<file path="src/rtl/lap_timer_core.sv">
// BCD mm:ss stopwatch / countdown timer with run, pause, expiry and lap hold.
// Define LAP_CAPTURE_EN to build the lap register; otherwise lap is ignored and lap_active is 0.
module lap_timer_core #(
  parameter int MIN_LIMIT = 59
) (
  input  logic       clk,
  input  logic       rst_n,
  input  logic       tick,
  input  logic       start_stop,
  input  logic       lap,
  input  logic       clear,
  input  logic       count_down,
  input  logic [6:0] preset_min,
  input  logic [5:0] preset_sec,
  output logic [3:0] min_tens,
  output logic [3:0] min_ones,
  output logic [3:0] sec_tens,
  output logic [3:0] sec_ones,
  output logic       running,
  output logic       lap_active,
  output logic       done
);
  typedef enum logic [1:0] {S_IDLE = 2'd0, S_RUN = 2'd1, S_PAUSE = 2'd2, S_EXPIRED = 2'd3} state_t;

  localparam logic [3:0] LIM_T = 4'(MIN_LIMIT / 10);
  localparam logic [3:0] LIM_O = 4'(MIN_LIMIT % 10);

  state_t      r_state, w_state_nxt;
  logic [15:0] r_live, w_live_nxt;  // {min_tens, min_ones, sec_tens, sec_ones}
  logic [15:0] r_disp, w_disp_nxt;
  logic [15:0] w_load, w_up, w_dn;
  logic [6:0]  w_min_c;
  logic [5:0]  w_sec_c;
  logic        r_dir, r_running, r_done;

  function automatic logic [7:0] to_bcd(input logic [6:0] v);
    logic [6:0] t;
    logic [6:0] o;
    t = v / 7'd10;
    o = v - (t * 7'd10);
    return {t[3:0], o[3:0]};
  endfunction

  function automatic logic [15:0] step_up(input logic [15:0] v);
    logic [3:0] mt, mo, st, so;
    {mt, mo, st, so} = v;
    if (so != 4'd9) begin
      so = so + 4'd1;
    end else begin
      so = 4'd0;
      if (st != 4'd5) begin
        st = st + 4'd1;
      end else begin
        st = 4'd0;
        if ((mt == LIM_T) && (mo == LIM_O)) begin
          mt = 4'd0;
          mo = 4'd0;
        end else if (mo != 4'd9) begin
          mo = mo + 4'd1;
        end else begin
          mo = 4'd0;
          mt = mt + 4'd1;
        end
      end
    end
    return {mt, mo, st, so};
  endfunction

  function automatic logic [15:0] step_down(input logic [15:0] v);
    logic [3:0] mt, mo, st, so;
    {mt, mo, st, so} = v;
    if (v == 16'd0) begin
      return 16'd0;
    end else if (so != 4'd0) begin
      so = so - 4'd1;
    end else begin
      so = 4'd9;
      if (st != 4'd0) begin
        st = st - 4'd1;
      end else begin
        st = 4'd5;
        if (mo != 4'd0) begin
          mo = mo - 4'd1;
        end else begin
          mo = 4'd9;
          mt = mt - 4'd1;
        end
      end
    end
    return {mt, mo, st, so};
  endfunction

  assign w_min_c = (preset_min > 7'(MIN_LIMIT)) ? 7'(MIN_LIMIT) : preset_min;
  assign w_sec_c = (preset_sec > 6'd59) ? 6'd59 : preset_sec;
  assign w_load  = count_down ? {to_bcd(w_min_c), to_bcd({1'b0, w_sec_c})} : 16'd0;
  assign w_up    = step_up(r_live);
  assign w_dn    = step_down(r_live);

  always_ff @(posedge clk or negedge rst_n) begin
    if (!rst_n) r_state <= S_IDLE;
    else        r_state <= w_state_nxt;
  end

  // clear dominates; a countdown reaching 00:00 wins over a simultaneous pause request
  always_comb begin
    w_state_nxt = r_state;
    if (clear) begin
      w_state_nxt = S_IDLE;
    end else begin
      case (r_state)
        S_IDLE:    w_state_nxt = (start_stop && !(count_down && (w_load == 16'd0))) ? S_RUN : S_IDLE;
        S_RUN: begin
          if (tick && r_dir && (w_dn == 16'd0)) w_state_nxt = S_EXPIRED;
          else if (start_stop)                  w_state_nxt = S_PAUSE;
          else                                  w_state_nxt = S_RUN;
        end
        S_PAUSE:   w_state_nxt = start_stop ? S_RUN : S_PAUSE;
        S_EXPIRED: w_state_nxt = S_EXPIRED;
        default:   w_state_nxt = S_IDLE;
      endcase
    end
  end

  always_comb begin
    w_live_nxt = r_live;
    if (clear || (r_state == S_IDLE))      w_live_nxt = w_load;
    else if (r_state == S_EXPIRED)         w_live_nxt = 16'd0;
    else if ((r_state == S_RUN) && tick)   w_live_nxt = r_dir ? w_dn : w_up;
    else                                   w_live_nxt = r_live;
  end

`ifdef LAP_CAPTURE_EN
  logic [15:0] r_lap, w_lap_nxt;
  logic        r_lap_act, w_lap_act_nxt, w_lap_ok, w_keep_lap;

  assign w_keep_lap = (w_state_nxt == S_RUN) || (w_state_nxt == S_PAUSE);
  assign w_lap_ok   = lap && ((r_state == S_RUN) || (r_state == S_PAUSE)) && w_keep_lap;

  // Snapshot uses the pre-update live value so a same-cycle tick is not captured
  always_comb begin
    w_lap_nxt     = r_lap;
    w_lap_act_nxt = r_lap_act;
    if (!w_keep_lap) begin
      w_lap_act_nxt = 1'b0;
    end else if (w_lap_ok) begin
      w_lap_act_nxt = !r_lap_act;
      if (!r_lap_act) w_lap_nxt = r_live;
      else            w_lap_nxt = r_lap;
    end else begin
      w_lap_act_nxt = r_lap_act;
    end
  end

  assign w_disp_nxt = w_lap_act_nxt ? w_lap_nxt : w_live_nxt;

  always_ff @(posedge clk or negedge rst_n) begin
    if (!rst_n) begin
      r_lap     <= 16'd0;
      r_lap_act <= 1'b0;
    end else begin
      r_lap     <= w_lap_nxt;
      r_lap_act <= w_lap_act_nxt;
    end
  end

  assign lap_active = r_lap_act;
`else
  logic w_unused_lap;
  assign w_unused_lap = lap;
  assign w_disp_nxt   = w_live_nxt;
  assign lap_active   = 1'b0;
`endif

  always_ff @(posedge clk or negedge rst_n) begin
    if (!rst_n) begin
      r_live    <= 16'd0;
      r_disp    <= 16'd0;
      r_dir     <= 1'b0;
      r_running <= 1'b0;
      r_done    <= 1'b0;
    end else begin
      r_live    <= w_live_nxt;
      r_disp    <= w_disp_nxt;
      r_dir     <= (r_state == S_IDLE) ? count_down : r_dir;
      r_running <= (w_state_nxt == S_RUN);
      r_done    <= (w_state_nxt == S_EXPIRED);
    end
  end

  assign {min_tens, min_ones, sec_tens, sec_ones} = r_disp;
  assign running = r_running;
  assign done    = r_done;
endmodule

</file>
<file path="config.mk">
export PLATFORM = sky130hd
export DESIGN_NAME = lap_timer_core
export DESIGN_NICKNAME = d
export VERILOG_FILES = /design/src/rtl/lap_timer_core.sv
export SDC_FILE = /design/constraint.sdc
export NUM_CORES = 1
export LEC_CHECK = 0
export CAP_MARGIN = 25
export CORE_ASPECT_RATIO = 1.2
export CORE_MARGIN = 2
export CORE_UTILIZATION = 40
export CTS_BUF_LIST = sky130_fd_sc_hd__clkbuf_4
export DETAILED_ROUTE_END_ITERATION = 8
export GPL_ROUTABILITY_DRIVEN = 0
export MAX_ROUTING_LAYER = met4
export PLACE_DENSITY = 0.72
export SLEW_MARGIN = 30
export SYNTH_ARGS = -nofsm -noshare
export SYNTH_HDL_FRONTEND = slang
export SYNTH_SLANG_ARGS = --single-unit
</file>
<file path="constraint.sdc">
create_clock -name clk -period 3.3 [get_ports clk]
set_clock_uncertainty 0.1 [all_clocks]
set_input_delay 0.33 -clock clk [delete_from_list [all_inputs] [get_ports clk]]
set_output_delay 0.33 -clock clk [all_outputs]
set_load 0.005 [all_outputs]
</file>
==> results of run 1 <==
[worst max-delay path, delay by kind of cell]
family | cells | cell delay (ns)
AND/OR/NAND/NOR | 8 | 1.13
AO/OA/AOI/OAI | 6 | 0.89
adder cells (fa/ha/maj) | 4 | 1.24
buffers and inverters | 3 | 0.20
[where the power goes]
group	internal (W)	total, W	switching, W	leakage [nW]
clock network	0.0000454	0.000133	0.0000881	0.0177
registers	0.000288	0.000388	0.000100	0.274
logic	0.000377	0.000725	0.000349	1.28
[registers in the layout, summed over array words and instances, names as in the netlist]
name,flops
done,1
r_state,2
running,1
r_disp,16
r_dir,1
[cells in the mapped netlist, types with 5 or more instances]
| master | n |
|---|---|
| dfrtp_1 | 21 |
| nand3_1 | 13 |
| xnor2_1 | 5 |
| buf_2 | 7 |
| nor2_1 | 32 |
| o22ai_1 | 11 |
| inv_1 | 20 |
| nand4_1 | 6 |
| o21ai_0 | 33 |
| a21o_1 | 5 |
| nor3_1 | 13 |
| ha_1 | 13 |
| clkbuf_1 | 12 |
| nand2_1 | 23 |
| a21oi_1 | 23 |
| nand2b_1 | 10 |
| nor2b_1 | 5 |
[through the flow]
step | power, W | hold slack, ns | area [um2] | TNS (ns)
2_1_floorplan | 0.000759 | -0.0656 | 2670 | -1.66
3_3_place_gp | 0.00102 | 0.530 | 3430 | -4.03
3_5_place_dp | 0.00103 | 0.226 | 3430 | -4.78
4_1_cts | 0.00121 | 0.416 | 3710 | -0.886
5_1_grt | 0.00133 | 0.437 | 3820 | -1.13
6_report | 0.00125 | 0.396 | 3820 | -0.715
[timing repair]
action                                 4_1_cts  5_1_grt
endpoints found under the hold margin       21        0
setup endpoints to repair                    6        5
resized for setup                           46       21
pin swaps                                   29       30
hold buffers                                 1        0
setup buffers                               24        7
[metal layers]
metal	routed length, um	track usage [%]	vias to the layer above
li1	-	-	1501
met1	3300	26.4	1504
met2	4530	42.4	114
met3	340	1.57	26
met4	278	9.23	0
met5	0	-	-
[final cells by class]
cell class	instances	area [um2]
fill	596	2510
multi-input combinational	284	2100
clock inverter	1	5.00
antenna	1	2.50
timing repair buffer	118	967
sequential	21	526
tap	85	106
inverter	21	86.3
clock buffer	3	22.5
[cell families (layout without fill, tap and decap cells)]
kind of cell,count (synthesis),after routing,synth area share [%]
compound gates,125,125,32.2
fa+ha+maj,15,15,7.83
other cells,1,2,0.145
simple gates,130,130,28.0
mux,4,4,1.60
xor+xnor,9,9,3.05
buf+inv,44,143,6.87
flops,21,21,20.3
[path summary, 6_finish.rpt]
kind	to	slack, ns	cells past startpoint
setup reg to reg	r_state[0]	0.48	9
setup / recovery	running	-0.36	21
min in group clk	r_disp[8]	0.47	6
max in group asynchronous	r_state[0]	2.35	2
hold / removal	r_disp[13]	0.40	2
hold reg to reg	r_disp[9]	0.57	1
==> summary.txt, run 1 <==
Hold path
  – Worst Hold Class: in -> async

Clocking
  – CTS Buffer Depth: 2
  – Num Clock Sinks: 21
  – Worst-path clk slew: 0.13 ns
  – CTS tree: built
  – Clock Latency Late Sink: 0.32 ns
  – H-tree depth: 1
  – CTS Root Cell: clkbuf_4
  – Clock buffer count from CTS: 3

Timing
  – Fmax: 273 MHz
  – Hold Violations, Final: 0
  – Worst rel slew slack: 59.4%
  – RSZ-0062 raised after global routing: yes
  – Final period util: 111%
  – Max Transition Viols Final: 0
  – Final setup fails: 2
  – Setup ws final: -0.358 ns
  – Min Tclk post-route: 3.66 ns
  – Worst-margin pin slew: 0.601 ns

Place
  – Cells after DPL: 502
  – Port buffer count: 36
  – Placement Setup Slack: -1.15 ns
  – Post-DP HPWL: 5700 um

Yosys
  – Flops & latches, synth: 21
  – Sequential share of the synthesized area: 20.3%
  – Top_reg_cell synth: dfrtp_1
  – Main area contributors after synthesis: dfrtp_1 (20%), o21ai_0 (6.4%), ha_1 (6.3%), nor2_1 (4.6%), a21oi_1 (4.4%)
  – EDFF count, synth: 0
  – Mapped Nets: 384
  – Cells after Synth: 349
  – Syn_area_per_cell: 7.41 um2
  – Post-synth top area share: 20.3%
  – Distinct cell type count after synthesis: 71
  – Post-Syn Area: 2590 um2
  – Ys async rst share: 100%
  – Post-synth top area cell: dfrtp_1
  – Synth warn: 0

Detailed routing
  – Routed Antenna Nets: 0
  – Remaining routing DRC violations: 0
  – DR vias: 3145
  – Drt wl/cell: 15.8 um
  – Drt first pass iters: 5
  – Via/cell ratio: 5.89
  – Initial DRC count: 317
  – Final wirelength: 8450 um

Worst setup path
  – Critical Path AT: 3.78 ns
  – Cell mode on critical path: nand4_1
  – CP Launch Type: primary input
  – Crit path capture type: flop
  – Critical path type: in -> reg
  – Setup crit start: preset_sec[3]
  – Slowest-stage cell, CP: fa_1
  – Crit path max fanout: 3
  – RR Startpoint: r_disp[8]
  – Crit path cell chain: buf_6, ha_4, inv_4, o21ai_2, a31oi_2, ha_1, nand2b_1, a31o_2, a32oi_1, a21oi_1, nor3b_2, inv_1, ha_2, fa_1, and3_1, nand4_1, nor2_1, nand4_1, nor4_2, nand3_1, a31o_1
  – Largest stage delay, worst path: 0.50 ns
  – CP required: 3.42 ns

GRT
  – Total grt overflow: 0
  – Largest net degree at the start of global routing: 22
  – Initial antenna violation count: 1
  – GRT Total Usage: 23.3%
  – First-pass GRT wire length: 13400 um
  – Vias in the first global route: 2934

Final layout
  – Layout area overhead: 47.5%
  – Most frequent cells in the layout: buf_4 (81), nor2_1 (31), o21ai_0 (28)
  – Final core occ: 60.3%
  – Non-Filler Instances: 534
  – Final #Nets: 484
  – Commonest non-fill, non-tap cell in the layout: buf_4
  – Share of layout cells above drive strength 1: 31.0%

Pwr
  – Pwr Density: 327 nW/um2
  – Pleak: 1.57 nW
  – Max IR drop VDD: 0.170 mV

Status
  – Outcome: finished with violations
  – Violated checks: negative setup slack

Run
  – Max_cap viols: 0

Floorplan
  – Die width: 77.4 um
  – I/O pins: 39
  – Initial Utilization: 40.9%
  – Die footprint: 7130 um2
  – Die height: 92.1 um
  – Row count: 32
  – Core outline area: 6330 um2
Power figures use the tool's default switching activity.
==> inputs of run 2 (changes only) <==
--- a/config.mk
+++ b/config.mk
@@ -7,7 +7,7 @@
 export LEC_CHECK = 0
 export CAP_MARGIN = 25
 export CORE_ASPECT_RATIO = 1.2
-export CORE_MARGIN = 2
+export CORE_MARGIN = 3
 export CORE_UTILIZATION = 40
 export CTS_BUF_LIST = sky130_fd_sc_hd__clkbuf_4
 export DETAILED_ROUTE_END_ITERATION = 8
==> run 2 against run 1 <==
  * The flow still finishes with violations (negative setup slack)
  * Routed wire length shrank 3.0%
  * Cell count down 2.6%
  * Via count down 0.64%
  * First-iteration DRC count up 1.3%
  * Highest routed layer unchanged
  * Total power up 0.95%
  * Critical path type unchanged
==> summary.txt, run 2 (synthesized netlist as in run 1, its figures left out) <==
Timing
  – Min Tclk post-route: 3.75 ns (was 3.66 ns)
  – RSZ-0062 raised after global routing: yes (unchanged)
  – Setup ws final: -0.452 ns (was -0.358 ns)
  – Post-route setup TNS: -0.903 ns (was -0.715 ns)
  – Final period util: 114% (was 111%)
  – Worst-margin pin slew: 0.632 ns (was 0.601 ns)
  – Final setup fails: 2 (unchanged)
  – Hold Violations, Final: 0 (unchanged)
  – Fmax: 267 MHz (was 273 MHz)
  – Max Transition Viols Final: 0 (unchanged)
  – Worst rel slew slack: 57.3% (was 59.4%)

Worst setup path
  – CP Launch Type: primary input (unchanged)
  – RR Startpoint: r_disp[9] (was r_disp[8])
  – CP required: 3.42 ns (about the same)
  – Critical path type: in -> reg (unchanged)
  – FF-to-FF path depth: 9 (unchanged)
  – Reg2reg end: r_state[0] (unchanged)
  – Crit path max fanout: 3 (unchanged)
  – Critical Path AT: 3.87 ns (was 3.78 ns)
  – Crit path capture type: flop (unchanged)
  – R2r setup slk: 0.47 ns (was 0.48 ns)

Pwr
  – Pwr Density: 335 nW/um2 (was 327 nW/um2)
  – Design Power: 0.00126 W (was 0.00125 W)
  – Max IR drop VDD: 0.150 mV (was 0.170 mV)
  – Pleak: 1.53 nW (was 1.57 nW)

Place
  – Port buffer count: 36 (unchanged)
  – Cells after DPL: 499 (was 502)
  – Post-DP HPWL: 5730 um (was 5700 um)

GRT
  – First-pass GRT wire length: 13200 um (was 13400 um)
  – Largest net degree at the start of global routing: 22 (unchanged)
  – Total grt overflow: 0 (unchanged)
  – Initial antenna violation count: 0 (was 1)
  – GRT Total Usage: 22.1% (was 23.3%)
  – Vias in the first global route: 2896 (was 2934)

Clocking
  – CTS tree: built (unchanged)
  – CTS Root Cell: clkbuf_4 (unchanged)
  – Clock buffer count from CTS: 3 (unchanged)
  – Worst-path clk slew: 0.13 ns (about the same)
  – Clock Latency Late Sink: 0.32 ns (about the same)
  – CTS Buffer Depth: 2 (unchanged)
  – Num Clock Sinks: 21 (unchanged)
  – H-tree depth: 1 (unchanged)

Floorplan
  – I/O pins: 39 (unchanged)
  – Row count: 31 (was 32)
  – Initial Utilization: 42.0% (was 40.9%)
  – Die footprint: 7470 um2 (was 7130 um2)
  – Core outline area: 6170 um2 (was 6330 um2)
  – Die width: 79.4 um (was 77.4 um)
  – Die height: 94.1 um (was 92.1 um)

Detailed routing
  – Max layer used: met4 (unchanged)
  – Via/cell ratio: 6.01 (was 5.89)
  – Drt wl/cell: 15.8 um (about the same)
  – Drt first pass iters: 6 (was 5)
  – Remaining routing DRC violations: 0 (unchanged)
  – M1 wire length: 3210 um (was 3300 um)
  – Wire length on met3: 419 um (was 340 um)
  – Initial DRC count: 321 (was 317)
  – Routed Antenna Nets: 0 (unchanged)
  – DR vias: 3125 (was 3145)
  – Final wirelength: 8200 um (was 8450 um)
  – DR WL met2: 4370 um (was 4530 um)

Final layout
  – Non-Filler Instances: 520 (was 534)
  – Most frequent cells in the layout: buf_4 (69), nor2_1 (31), o21ai_0 (28) (was buf_4 (81), nor2_1 (31), o21ai_0 (28))
  – Layout area overhead: 45.2% (was 47.5%)
  – Leading registers by flop count: r_disp: 16 flops, r_state: 2 flops (unchanged)
  – Share of layout cells above drive strength 1: 29.0% (was 31.0%)
  – Commonest non-fill, non-tap cell in the layout: buf_4 (unchanged)
  – Largest register FFs: 16 (unchanged)
  – Final #Nets: 474 (was 484)
  – Final core occ: 60.9% (was 60.3%)
  – Top reg by flops: r_disp (unchanged)
  – ANT cells: 0 (was 1)

Run
  – Max_cap viols: 0 (unchanged)

Hold path
  – Worst Hold Class: in -> async (unchanged)

Status
  – Violated checks: negative setup slack (unchanged)
  – Outcome: finished with violations (unchanged)
-- run 2: where the power goes --
group	switching (W)	internal, W
combinational	0.000367	0.000377
clock	0.0000882	0.0000556
sequential	0.0000831	0.000288
-- run 2: layer usage --
layer | global-route usage (%) | vias up
met5 | - | -
met4 | 9.74 | 0
met3 | 0.864 | 21
met2 | 39.3 | 135
met1 | 25.6 | 1481
li1 | - | 1488
-- run 2: worst max-delay path by stage --
stage                  start         end  slack [ns]  cells after the start
5_1_grt        preset_sec[4]     running       -0.61                     22
3_5_place_dp   preset_sec[4]     running       -1.17                     22
6_report       preset_sec[4]     running       -0.45                     22
4_1_cts        preset_sec[4]     running       -0.49                     22
2_1_floorplan  preset_sec[3]     running       -0.71                     22
3_3_place_gp   preset_sec[4]  r_state[0]       -0.97                     22
-- run 2: worst max-delay path, cell delays in order --
cell and delay [ns]:
buf_8 0.08, inv_4 0.03, ha_4 0.27, nand2_1 0.07, nand3_1 0.11, a31oi_2 0.11, ha_1 0.31, nand2b_1 0.09
a31o_2 0.22, a32oi_1 0.21, a21oi_2 0.08, nor3b_4 0.23, inv_1 0.07, ha_2 0.17, fa_1 0.50, and3_1 0.17
nand4_1 0.09, nor2_1 0.11, nand4_1 0.09, nor4_2 0.22, nand3_1 0.12, a31o_1 0.18
-- run 2: timing repair --
| action | in CTS | in global routing |
|---|---|---|
| hold buffers | 1 | 0 |
| setup endpoints to repair | 6 | 6 |
| setup buffers | 12 | 5 |
| endpoints found under the hold margin | 21 | 0 |
| pin swaps | 30 | 27 |
| gates resized for setup | 40 | 20 |
-- run 2: layout make-up --
cell class              instances  area, um2
clock buffers                   4       30.0
flip-flops and latches         21        526
fillers                       528       2410
well taps                      82        103
multi-input cells             284       2100
inverters                      21       86.3
repair buffers                108        910
-- run 2: through the flow --
stage          cell area (um2)  hold slack (ns)  setup slack [ns]
4_1_cts                   3630            0.405            -0.494
5_1_grt                   3760            0.422            -0.613
2_1_floorplan             2670          -0.0656            -0.714
3_3_place_gp              3430            0.537            -0.966
6_report                  3760            0.390            -0.452
3_5_place_dp              3420            0.227             -1.17
